$ cat src/rtl/msdap_ctrl_if.sv
// Signal bundle between the MSDAP controller and its receiver/datapath/memories.
// XAW sets the data-memory address width.
interface msdap_ctrl_if #(
    parameter int XAW = 8
);
    // word_valid and compute_done are single-cycle strobes with no backpressure:
    // a word is taken whenever word_valid is high, and InReady is advisory only.
    logic           Reset;
    logic           word_valid;
    logic [15:0]    data_l;
    logic [15:0]    data_r;
    logic           compute_done;

    logic           InReady;
    logic [3:0]     state;
    logic           rj_we;
    logic [3:0]     rj_addr;
    logic           co_we;
    logic [8:0]     co_addr;
    logic           x_we;
    logic           x_clr;
    logic [XAW-1:0] x_addr;
    logic           compute_start;
    logic           overrun;

    modport slave (
        input  Reset, word_valid, data_l, data_r, compute_done,
        output InReady, state, rj_we, rj_addr, co_we, co_addr,
               x_we, x_clr, x_addr, compute_start, overrun
    );

    modport master (
        output Reset, word_valid, data_l, data_r, compute_done,
        input  InReady, state, rj_we, rj_addr, co_we, co_addr,
               x_we, x_clr, x_addr, compute_start, overrun
    );
endinterface

$ cat src/rtl/msdap_ctrl.sv
// MSDAP control FSM: data-memory sweep, Rj/coefficient load, sample dispatch and clear.
// Define SLEEP_EN to add zero-run detection and the SLEEPING state.
module msdap_ctrl #(
    parameter int ZERO_LIMIT = 800,
    parameter int XAW        = 8
) (
    input logic         Sclk,
    input logic         Start,
    msdap_ctrl_if.slave bus
);

    typedef enum logic [3:0] {
        INIT     = 4'd0,
        WAIT_RJ  = 4'd1,
        READ_RJ  = 4'd2,
        WAIT_CO  = 4'd3,
        READ_CO  = 4'd4,
        WAIT_IN  = 4'd5,
        WORKING  = 4'd6,
        CLEARING = 4'd7,
        SLEEPING = 4'd8
    } state_e;

    state_e         state_q, state_d;
    logic [XAW:0]   sweep_q, sweep_d;
    logic [3:0]     rj_cnt_q, rj_cnt_d;
    logic [8:0]     co_cnt_q, co_cnt_d;
    logic [XAW-1:0] wptr_q, wptr_d;
    logic           busy_q, busy_d;
    logic           overrun_q, overrun_d;
    logic           rj_we_q, rj_we_d;
    logic [3:0]     rj_addr_q, rj_addr_d;
    logic           co_we_q, co_we_d;
    logic [8:0]     co_addr_q, co_addr_d;
    logic           x_we_q, x_we_d;
    logic           x_clr_q, x_clr_d;
    logic [XAW-1:0] x_addr_q, x_addr_d;
    logic           cs_q, cs_d;
    logic           store;
    logic           clear_req;

`ifdef SLEEP_EN
    localparam int            ZW   = $clog2(ZERO_LIMIT + 1);
    localparam logic [ZW-1:0] ZLIM = ZW'(ZERO_LIMIT);

    logic [ZW-1:0] zero_q, zero_d;
    logic [ZW-1:0] zero_inc;
    logic          sample_zero;

    assign sample_zero = (bus.data_l == 16'd0) && (bus.data_r == 16'd0);
    assign zero_inc    = (zero_q == ZLIM) ? zero_q : zero_q + {{(ZW-1){1'b0}}, 1'b1};
`else
    // Sample data only matters for zero-run detection, which this build omits.
    logic unused_ok;
    assign unused_ok = (^{bus.data_l, bus.data_r}) ^ (ZERO_LIMIT == 0);
`endif

    always_comb begin
        state_d   = state_q;
        sweep_d   = sweep_q;
        rj_cnt_d  = rj_cnt_q;
        co_cnt_d  = co_cnt_q;
        wptr_d    = wptr_q;
        busy_d    = busy_q;
        overrun_d = overrun_q;
        rj_we_d   = 1'b0;
        rj_addr_d = rj_addr_q;
        co_we_d   = 1'b0;
        co_addr_d = co_addr_q;
        x_we_d    = 1'b0;
        x_clr_d   = 1'b0;
        x_addr_d  = x_addr_q;
        cs_d      = 1'b0;
        store     = 1'b0;
        clear_req = 1'b0;
`ifdef SLEEP_EN
        zero_d    = zero_q;
`endif

        if (bus.compute_done) busy_d = 1'b0;

        case (state_q)
            INIT, CLEARING: begin
                // Top bit of the sweep counter marks that every entry has been zeroed.
                if (sweep_q[XAW]) begin
                    sweep_d = '0;
                    state_d = (state_q == INIT) ? WAIT_RJ : WAIT_IN;
                end else begin
                    x_we_d   = 1'b1;
                    x_clr_d  = 1'b1;
                    x_addr_d = sweep_q[XAW-1:0];
                    sweep_d  = sweep_q + {{XAW{1'b0}}, 1'b1};
                end
            end
            WAIT_RJ, READ_RJ: begin
                if (bus.word_valid) begin
                    rj_we_d   = 1'b1;
                    rj_addr_d = rj_cnt_q;
                    rj_cnt_d  = rj_cnt_q + 4'd1;
                    state_d   = (rj_cnt_q == 4'd15) ? WAIT_CO : READ_RJ;
                end
            end
            WAIT_CO, READ_CO: begin
                if (bus.word_valid) begin
                    co_we_d   = 1'b1;
                    co_addr_d = co_cnt_q;
                    co_cnt_d  = co_cnt_q + 9'd1;
                    state_d   = (co_cnt_q == 9'd511) ? WAIT_IN : READ_CO;
                end
            end
            WAIT_IN: begin
                if (bus.word_valid) begin
                    store   = 1'b1;
                    state_d = WORKING;
`ifdef SLEEP_EN
                    zero_d  = sample_zero ? zero_inc : '0;
`endif
                end
            end
            WORKING: begin
                if (bus.Reset) begin
                    clear_req = 1'b1;
                end else if (bus.word_valid) begin
                    store = 1'b1;
`ifdef SLEEP_EN
                    zero_d = sample_zero ? zero_inc : '0;
                    if (sample_zero && (zero_inc == ZLIM)) state_d = SLEEPING;
`endif
                end
            end
`ifdef SLEEP_EN
            SLEEPING: begin
                if (bus.Reset) begin
                    clear_req = 1'b1;
                end else if (bus.word_valid && !sample_zero) begin
                    store   = 1'b1;
                    zero_d  = '0;
                    state_d = WORKING;
                end
            end
`endif
            default: state_d = INIT;
        endcase

        if (store) begin
            x_we_d   = 1'b1;
            x_addr_d = wptr_q;
            cs_d     = 1'b1;
            wptr_d   = wptr_q + {{(XAW-1){1'b0}}, 1'b1};
            busy_d   = 1'b1;
            if (busy_q) overrun_d = 1'b1;
        end

        if (clear_req) begin
            state_d = CLEARING;
            sweep_d = '0;
            wptr_d  = '0;
            busy_d  = 1'b0;
`ifdef SLEEP_EN
            zero_d  = '0;
`endif
        end
    end

    always_ff @(posedge Sclk) begin
        if (Start) begin
            state_q   <= INIT;
            sweep_q   <= '0;
            rj_cnt_q  <= '0;
            co_cnt_q  <= '0;
            wptr_q    <= '0;
            busy_q    <= 1'b0;
            overrun_q <= 1'b0;
            rj_we_q   <= 1'b0;
            rj_addr_q <= '0;
            co_we_q   <= 1'b0;
            co_addr_q <= '0;
            x_we_q    <= 1'b0;
            x_clr_q   <= 1'b0;
            x_addr_q  <= '0;
            cs_q      <= 1'b0;
`ifdef SLEEP_EN
            zero_q    <= '0;
`endif
        end else begin
            state_q   <= state_d;
            sweep_q   <= sweep_d;
            rj_cnt_q  <= rj_cnt_d;
            co_cnt_q  <= co_cnt_d;
            wptr_q    <= wptr_d;
            busy_q    <= busy_d;
            overrun_q <= overrun_d;
            rj_we_q   <= rj_we_d;
            rj_addr_q <= rj_addr_d;
            co_we_q   <= co_we_d;
            co_addr_q <= co_addr_d;
            x_we_q    <= x_we_d;
            x_clr_q   <= x_clr_d;
            x_addr_q  <= x_addr_d;
            cs_q      <= cs_d;
`ifdef SLEEP_EN
            zero_q    <= zero_d;
`endif
        end
    end

    assign bus.InReady       = (state_q != INIT) && (state_q != CLEARING);
    assign bus.state         = state_q;
    assign bus.rj_we         = rj_we_q;
    assign bus.rj_addr       = rj_addr_q;
    assign bus.co_we         = co_we_q;
    assign bus.co_addr       = co_addr_q;
    assign bus.x_we          = x_we_q;
    assign bus.x_clr         = x_clr_q;
    assign bus.x_addr        = x_addr_q;
    assign bus.compute_start = cs_q;
    assign bus.overrun       = overrun_q;

endmodule
$ cat src/flat_wrapper.sv
// flat-port wrapper written by rule: the top's interface ports become plain ports
module msdap_ctrl_flat 
#(
    parameter int ZERO_LIMIT = 800,
    parameter int XAW        = 8
)
  (Sclk, Start, bus_Reset, bus_word_valid, bus_data_l, bus_data_r, bus_compute_done, bus_InReady, bus_state, bus_rj_we, bus_rj_addr, bus_co_we, bus_co_addr, bus_x_we, bus_x_clr, bus_x_addr, bus_compute_start, bus_overrun);
  msdap_ctrl_if #(.XAW(XAW)) bus_i ();
  input logic Sclk;
  input logic Start;
  input wire logic [$bits(bus_i.Reset)-1:0] bus_Reset;
  input wire logic [$bits(bus_i.word_valid)-1:0] bus_word_valid;
  input wire logic [$bits(bus_i.data_l)-1:0] bus_data_l;
  input wire logic [$bits(bus_i.data_r)-1:0] bus_data_r;
  input wire logic [$bits(bus_i.compute_done)-1:0] bus_compute_done;
  output wire logic [$bits(bus_i.InReady)-1:0] bus_InReady;
  output wire logic [$bits(bus_i.state)-1:0] bus_state;
  output wire logic [$bits(bus_i.rj_we)-1:0] bus_rj_we;
  output wire logic [$bits(bus_i.rj_addr)-1:0] bus_rj_addr;
  output wire logic [$bits(bus_i.co_we)-1:0] bus_co_we;
  output wire logic [$bits(bus_i.co_addr)-1:0] bus_co_addr;
  output wire logic [$bits(bus_i.x_we)-1:0] bus_x_we;
  output wire logic [$bits(bus_i.x_clr)-1:0] bus_x_clr;
  output wire logic [$bits(bus_i.x_addr)-1:0] bus_x_addr;
  output wire logic [$bits(bus_i.compute_start)-1:0] bus_compute_start;
  output wire logic [$bits(bus_i.overrun)-1:0] bus_overrun;
  assign bus_i.Reset = bus_Reset;
  assign bus_i.word_valid = bus_word_valid;
  assign bus_i.data_l = bus_data_l;
  assign bus_i.data_r = bus_data_r;
  assign bus_i.compute_done = bus_compute_done;
  assign bus_InReady = bus_i.InReady;
  assign bus_state = bus_i.state;
  assign bus_rj_we = bus_i.rj_we;
  assign bus_rj_addr = bus_i.rj_addr;
  assign bus_co_we = bus_i.co_we;
  assign bus_co_addr = bus_i.co_addr;
  assign bus_x_we = bus_i.x_we;
  assign bus_x_clr = bus_i.x_clr;
  assign bus_x_addr = bus_i.x_addr;
  assign bus_compute_start = bus_i.compute_start;
  assign bus_overrun = bus_i.overrun;
  msdap_ctrl #(.ZERO_LIMIT(ZERO_LIMIT), .XAW(XAW)) u_core (.Sclk(Sclk), .Start(Start), .bus(bus_i));
endmodule
$ cat config.mk
export PLATFORM = sky130hd
export DESIGN_NAME = msdap_ctrl_flat
export DESIGN_NICKNAME = d
export VERILOG_FILES = /design/src/rtl/msdap_ctrl_if.sv /design/src/rtl/msdap_ctrl.sv /design/src/flat_wrapper.sv
export SDC_FILE = /design/constraint.sdc
export NUM_CORES = 1
export LEC_CHECK = 0
export CORE_MARGIN = 2
export CORE_UTILIZATION = 52
export DETAILED_ROUTE_END_ITERATION = 7
export PLACE_DENSITY_LB_ADDON = 0.12
export SLEW_MARGIN = 0
export SYNTH_ARGS = -nofsm -noshare
export SYNTH_HDL_FRONTEND = slang
export SYNTH_SLANG_ARGS = --single-unit
$ cat constraint.sdc
create_clock -name Sclk -period 3.8 [get_ports Sclk]
set_input_delay 1.14 -clock Sclk [delete_from_list [all_inputs] [get_ports Sclk]]
set_output_delay 1.14 -clock Sclk [all_outputs]
set_load 0.01 [all_outputs]
==> flow_metrics.env, run 1 <==
export IMPL_outcome="complete, no violations"
export IMPL_synth_cell_types=51
export IMPL_clockRootBuffer="clkbuf_8"
export IMPL_slew_headroom_pct=53.7
export IMPL_r2r_end="u_core.sweep_q[7]"
export IMPL_clk_insertion_delay_late_ns=0.34
export IMPL_first_pass_iters=4
export IMPL_cts_sinks=61
export IMPL_nets=380
export IMPL_grt_pass1_vias=2118
export IMPL_worstPathRequired_ns=2.66
export IMPL_layout_common_cells="dfxtp_1, nor2_1, clkdlybuf4s50_1"
export IMPL_routed_via_density=5.53
export IMPL_ys_seq_area_share_pct=45.4
export IMPL_rr_startpoint="u_core.bus.state[0]"
export IMPL_htree_levels=3
export IMPL_worstMarginPinSlew_ns=0.693
export IMPL_clockBufferDepth=2
export IMPL_final_util_pct=64.0
export IMPL_synth_top_cell_area_share_pct=45.4
export IMPL_ctsResizeCount=0
export IMPL_grt_use_total_pct=20.5
export IMPL_wl_um=5550
export IMPL_skew_ns=0.00568
export IMPL_finalCriticalPeriod_ns=3.26
export IMPL_io_pins=69
export IMPL_antenna_found_initial=0
export IMPL_dominantRegCellSynth="dfxtp_1"
export IMPL_start_util_pct=53.3
export IMPL_synth_area_um2=2690
export IMPL_synth_edf_count=0
export IMPL_maxCapViolCount=0
export IMPL_portBuffers=35
export IMPL_drtIter0Drc=123
export IMPL_p_leak_nw=1.21
export IMPL_ys_warn_count=0
export IMPL_cts_made_buffers=9
export IMPL_n_fill_cell=449
export IMPL_syn2layout_area_growth_pct=20.0
export IMPL_cts_hold_buffers=0
export IMPL_whs_path_depth=2
export IMPL_grt_max_degree=44
export IMPL_netlist_instances=309
export IMPL_grt_pass1_wl_um=9630
export IMPL_wire_per_inst_um=13.5
export IMPL_rsz0062_at_grt="false"
export IMPL_rows=26
export IMPL_ys_ff_latch=61
export IMPL_synth_fp_nets=351
export IMPL_hold_path_class="register to register"
export IMPL_path_max_fanout=17
export IMPL_startpoint="u_core.bus.state[0]"
export IMPL_globalplace_congestion=0.756
export IMPL_finalSetupViolCount=0
export IMPL_synth_top_cell_by_area="dfxtp_1"
export IMPL_ant_nets=0
export IMPL_final_common_cell="dfxtp_1"
export IMPL_fmax_mhz=306
export IMPL_coreArea_um2=5040
export IMPL_synth_top_cells_by_area="dfxtp_1, a21oi_1, nor2_1"
export IMPL_drive_above_1_share_pct=6.74
export IMPL_gr_total_overflow=0
export IMPL_hpwlAfterDp_um=3720
export IMPL_drcViolationCount=0
export IMPL_cp_start_kind="register"
export IMPL_die_area_um2=5760
export IMPL_avgSynthCellArea_um2=8.70
export IMPL_post_cts_setup_buffer_count=0
export IMPL_die_h_um=75.9
export IMPL_hold_end="u_core.bus.rj_addr[3]"
export IMPL_finalMaxSlewViolations=0
export IMPL_power_mw=1.18
export IMPL_hold_viol=0
export IMPL_r2r_cells=4
export IMPL_path_class="register to output pin"
export IMPL_diodes=0
export IMPL_clk_pin_slew_ns=0.06
export IMPL_hp_start="u_core.bus.rj_addr[3]"
export IMPL_arrival_ns=2.12
export IMPL_end_kind="output pin"
export IMPL_async_reset_ff_share_pct=0
export IMPL_vias=2272
export IMPL_ir_worst_vdd_mv=0.215
export IMPL_cellPowerDensity_nw_per_um2=367
export IMPL_post_route_period_util_pct=85.9
export IMPL_regToRegSetupSlack_ns=1.65
export IMPL_fp_dieW_um=75.9
export IMPL_cts_tree="done"
export IMPL_setup_tns_ns=0
area by class of cell:
type | count | area [µm²] | share of cell area [%]
multi-input cells | 222 | 1350 | 41.8
inverters | 4 | 15.0 | 0.465
well taps | 70 | 87.6 | 2.71
flip-flops and latches | 61 | 1220 | 37.8
clock inverters | 2 | 10.0 | 0.310
clock buffers | 12 | 155 | 4.81
repair buffers | 40 | 388 | 12.0
kinds of logic after synthesis:
group / count (synthesis) / share of synthesized area [%]
compound gates: 73 / 16.7
other cells: 1 / 0.139
fa+ha+maj: 5 / 2.33
flops: 61 / 45.4
xor+xnor: 14 / 4.56
buf+inv: 26 / 4.37
mux: 12 / 4.47
simple gates: 117 / 22.1
metal layers:
layer	wire length, µm	up-vias	share of wire [%]	global-route usage (%)
li1	-	1148	-	-
met1	2800	1070	50	28.1
met2	2430	42	44	31.3
met3	208	12	3.7	3.93
met4	117	0	2.1	9.82
met5	0	-	0	0
sequential cells by signal, indices dropped and copies added, names as in the netlist, 3 cells and up:
signal              count
u_core.sweep_q          9
u_core.bus.rj_addr      4
u_core.rj_cnt_q         4
u_core.bus.x_addr       8
u_core.wptr_q           8
u_core.bus.state        3
u_core.co_cnt_q         9
u_core.bus.co_addr      9
worst max path at each step:
stage	to	slack (ns)	depth (start not counted)
finish	bus_InReady	0.54	3
global route	bus_InReady	0.42	3
CTS	bus_InReady	0.53	3
detailed placement	u_core.wptr_q[6]	0.76	5
global placement	u_core.wptr_q[7]	0.78	5
floorplan	u_core.wptr_q[7]	1.30	5
report_power, final:
part	internal, mW	switching, mW
Clock	0.263	0.232
Combinational	0.0176	0.0221
Sequential	0.646	0.00447
Total	0.926	0.258
worst max-delay path, cell delays in order, from the launching register on:
cell and delay (ns):
dfxtp_1 0.66, or3_1 0.19, o21a_1 0.32, clkdlybuf4s50_1 0.61
through the flow:
step           instance area [µm²]  std cells  worst slack (ns)  hold WS, ns
4_1_cts                       3230        411             0.531        0.457
3_5_place_dp                  3060        397             0.763        0.448
2_1_floorplan                 2690        309              1.30        0.450
6_report                      3230        411             0.536        0.453
3_3_place_gp                  3060        397             0.783        0.444
5_1_grt                       3230        411             0.416        0.501
Yosys cell counts (all sizes together) (3+ instances only):
cell / instances
clkbuf: 13
ha: 5
nor2: 36
xor2: 10
nand3: 17
nand2: 24
and2: 3
xnor2: 4
o31ai: 3
and3: 7
inv: 4
nand3b: 4
dfxtp: 61
a22oi: 5
o21ai: 13
or4: 5
mux2i: 12
o211ai: 4
buf: 9
a21oi: 33
or3: 5
Note: power is estimated with default switching activity, not from simulation.
==> run 2, diff against run 1 <==
- CORE_ASPECT_RATIO: default -> 1.25
==> run 2 against run 1 <==
  * Core utilization barely moved
  * Fmax rose by 0.90%
  * Combinational power down 3%
  * Count of clock-buffer cells in the layout fell by 1
  * Sequential power barely moved
  * Setup slack better by 0.029 ns
  * Global-route usage increased by 0.45 points
  * Die area about the same
  * Critical path depth is the same
  * Routed wire length is 0.49% lower
  * Via count decreased by 2.0%
  * Largest cell class unchanged
==> flow_metrics.env, run 2 (same netlist as run 1, synthesis figures left out) <==
export IMPL_outcome="complete, no violations"
export IMPL_hold_path_class="register to register"
export IMPL_coreArea_um2=5040
export IMPL_rows=29
export IMPL_drcViolationCount=0
export IMPL_start_util_pct=53.3
export IMPL_hold_viol=0
export IMPL_first_pass_iters=4
export IMPL_finalSetupViolCount=0
export IMPL_rsz0062_at_grt="false"
export IMPL_syn2layout_area_growth_pct=20.1
export IMPL_io_pins=69
export IMPL_clk_pin_slew_ns=0.06
export IMPL_nets=377
export IMPL_cp_slowest_cell="dfxtp_1"
export IMPL_skew_ns=0.00311
export IMPL_cts_made_buffers=9
export IMPL_cp_cell_sequence="or3_1 -> o21a_1 -> clkdlybuf4s50_1"
export IMPL_hpwlAfterDp_um=3650
export IMPL_cellPowerDensity_nw_per_um2=392
export IMPL_slew_headroom_pct=42.1
export IMPL_globalplace_congestion=0.781
export IMPL_crit_family="flip-flops"
export IMPL_path_class="register to output pin"
export IMPL_dpl_cell_area_um2=3030
export IMPL_ctsResizeCount=0
export IMPL_clk_insertion_delay_late_ns=0.34
export IMPL_grt_max_degree=44
export IMPL_fp_dieW_um=68.3
export IMPL_wl_um=5530
export IMPL_cts_tree="done"
export IMPL_grt_pass1_wl_um=9190
export IMPL_portBuffers=35
export IMPL_cts_hold_buffers=0
export IMPL_drtIter0Drc=149
export IMPL_gr_total_overflow=0
export IMPL_ant_nets=0
export IMPL_diodes=0
export IMPL_fmax_mhz=309
export IMPL_wire_per_inst_um=13.8
export IMPL_clockBufferDepth=2
export IMPL_routed_via_density=5.55
export IMPL_die_h_um=84.4
export IMPL_drive_above_1_share_pct=6.49
export IMPL_post_cts_setup_buffer_count=0
export IMPL_cts_sinks=61
export IMPL_fin_area_um2=3230
export IMPL_htree_levels=3
export IMPL_p_leak_nw=1.21
export IMPL_post_route_period_util_pct=85.1
export IMPL_path_max_fanout=18
export IMPL_power_mw=1.27
export IMPL_vias=2227
export IMPL_setup_tns_ns=0
export IMPL_final_common_cell="dfxtp_1"
export IMPL_maxCapViolCount=0
export IMPL_ir_worst_vdd_mv=0.268
export IMPL_crit_path_max_incr_delay_ns=0.66
export IMPL_worstPathRequired_ns=2.66
export IMPL_layout_common_cells="dfxtp_1, nor2_1, clkdlybuf4s50_1"
export IMPL_end_kind="output pin"
export IMPL_cp_start_kind="register"
export IMPL_arrival_ns=2.10
export IMPL_worstMarginPinSlew_ns=0.868
export IMPL_finalMaxSlewViolations=0
export IMPL_clockRootBuffer="clkbuf_8"
export IMPL_critPathBufInv=1
export IMPL_grt_use_total_pct=21.0
export IMPL_finalCriticalPeriod_ns=3.24
export IMPL_antenna_found_initial=0
export IMPL_grt_pass1_vias=2019
export IMPL_die_area_um2=5770
-- run 2: worst register-to-register path: cells and delay by family, from the launching register on --
| kind | cells | cell delay (ns) |
|---|---|---|
| flip-flops | 1 | 0.66 |
| AND/OR/NAND/NOR | 2 | 1.14 |
| AO/OA/AOI/OAI | 2 | 0.55 |
-- run 2: through the flow --
step                      util [%]  hold slack [ns]  setup slack [ns]  std cells
after floorplan                  -            0.450              1.30        309
after global placement        60.1            0.446             0.736        386
after detailed placement      60.1            0.448             0.713        386
after CTS                     64.0            0.457             0.535        401
after global routing          64.0            0.478             0.371        401
final                         64.0            0.455             0.565        401
-- run 2: layout make-up --
cell class              instances  area [µm²]
clock buffers                  11         151
clock inverters                 4        47.5
fillers                       457        1820
inverters                       4        15.0
multi-input cells             222        1350
flip-flops and latches         61        1220
well taps                      62        77.6
repair buffers                 37         365
-- run 2: routing by layer --
metal,up-vias,routed length [µm],track usage (%)
li1,1150,-,-
met1,1035,2520,25.6
met2,34,2690,33.4
met3,8,217,5.90
met4,0,93,9.82
met5,-,0,0
-- run 2: report_power, final --
part / leakage, nW / switching [mW] / internal, mW
logic: 0.619 / 0.0218 / 0.0168
registers: 0.493 / 0.00438 / 0.645
clock network: 0.101 / 0.245 / 0.332
-- run 2: worst paths after layout --
kind	slack (ns)	to	depth (start not counted)	startpoint
worst max register to register	1.39	u_core.co_cnt_q[6]	4	u_core.bus.state[2]
worst max-delay path	0.56	bus_InReady	3	u_core.bus.state[2]
worst min register to register	0.46	u_core.bus.rj_addr[3]	2	u_core.bus.rj_addr[3]
worst min-delay path	0.46	u_core.bus.rj_addr[3]	2	u_core.bus.rj_addr[3]
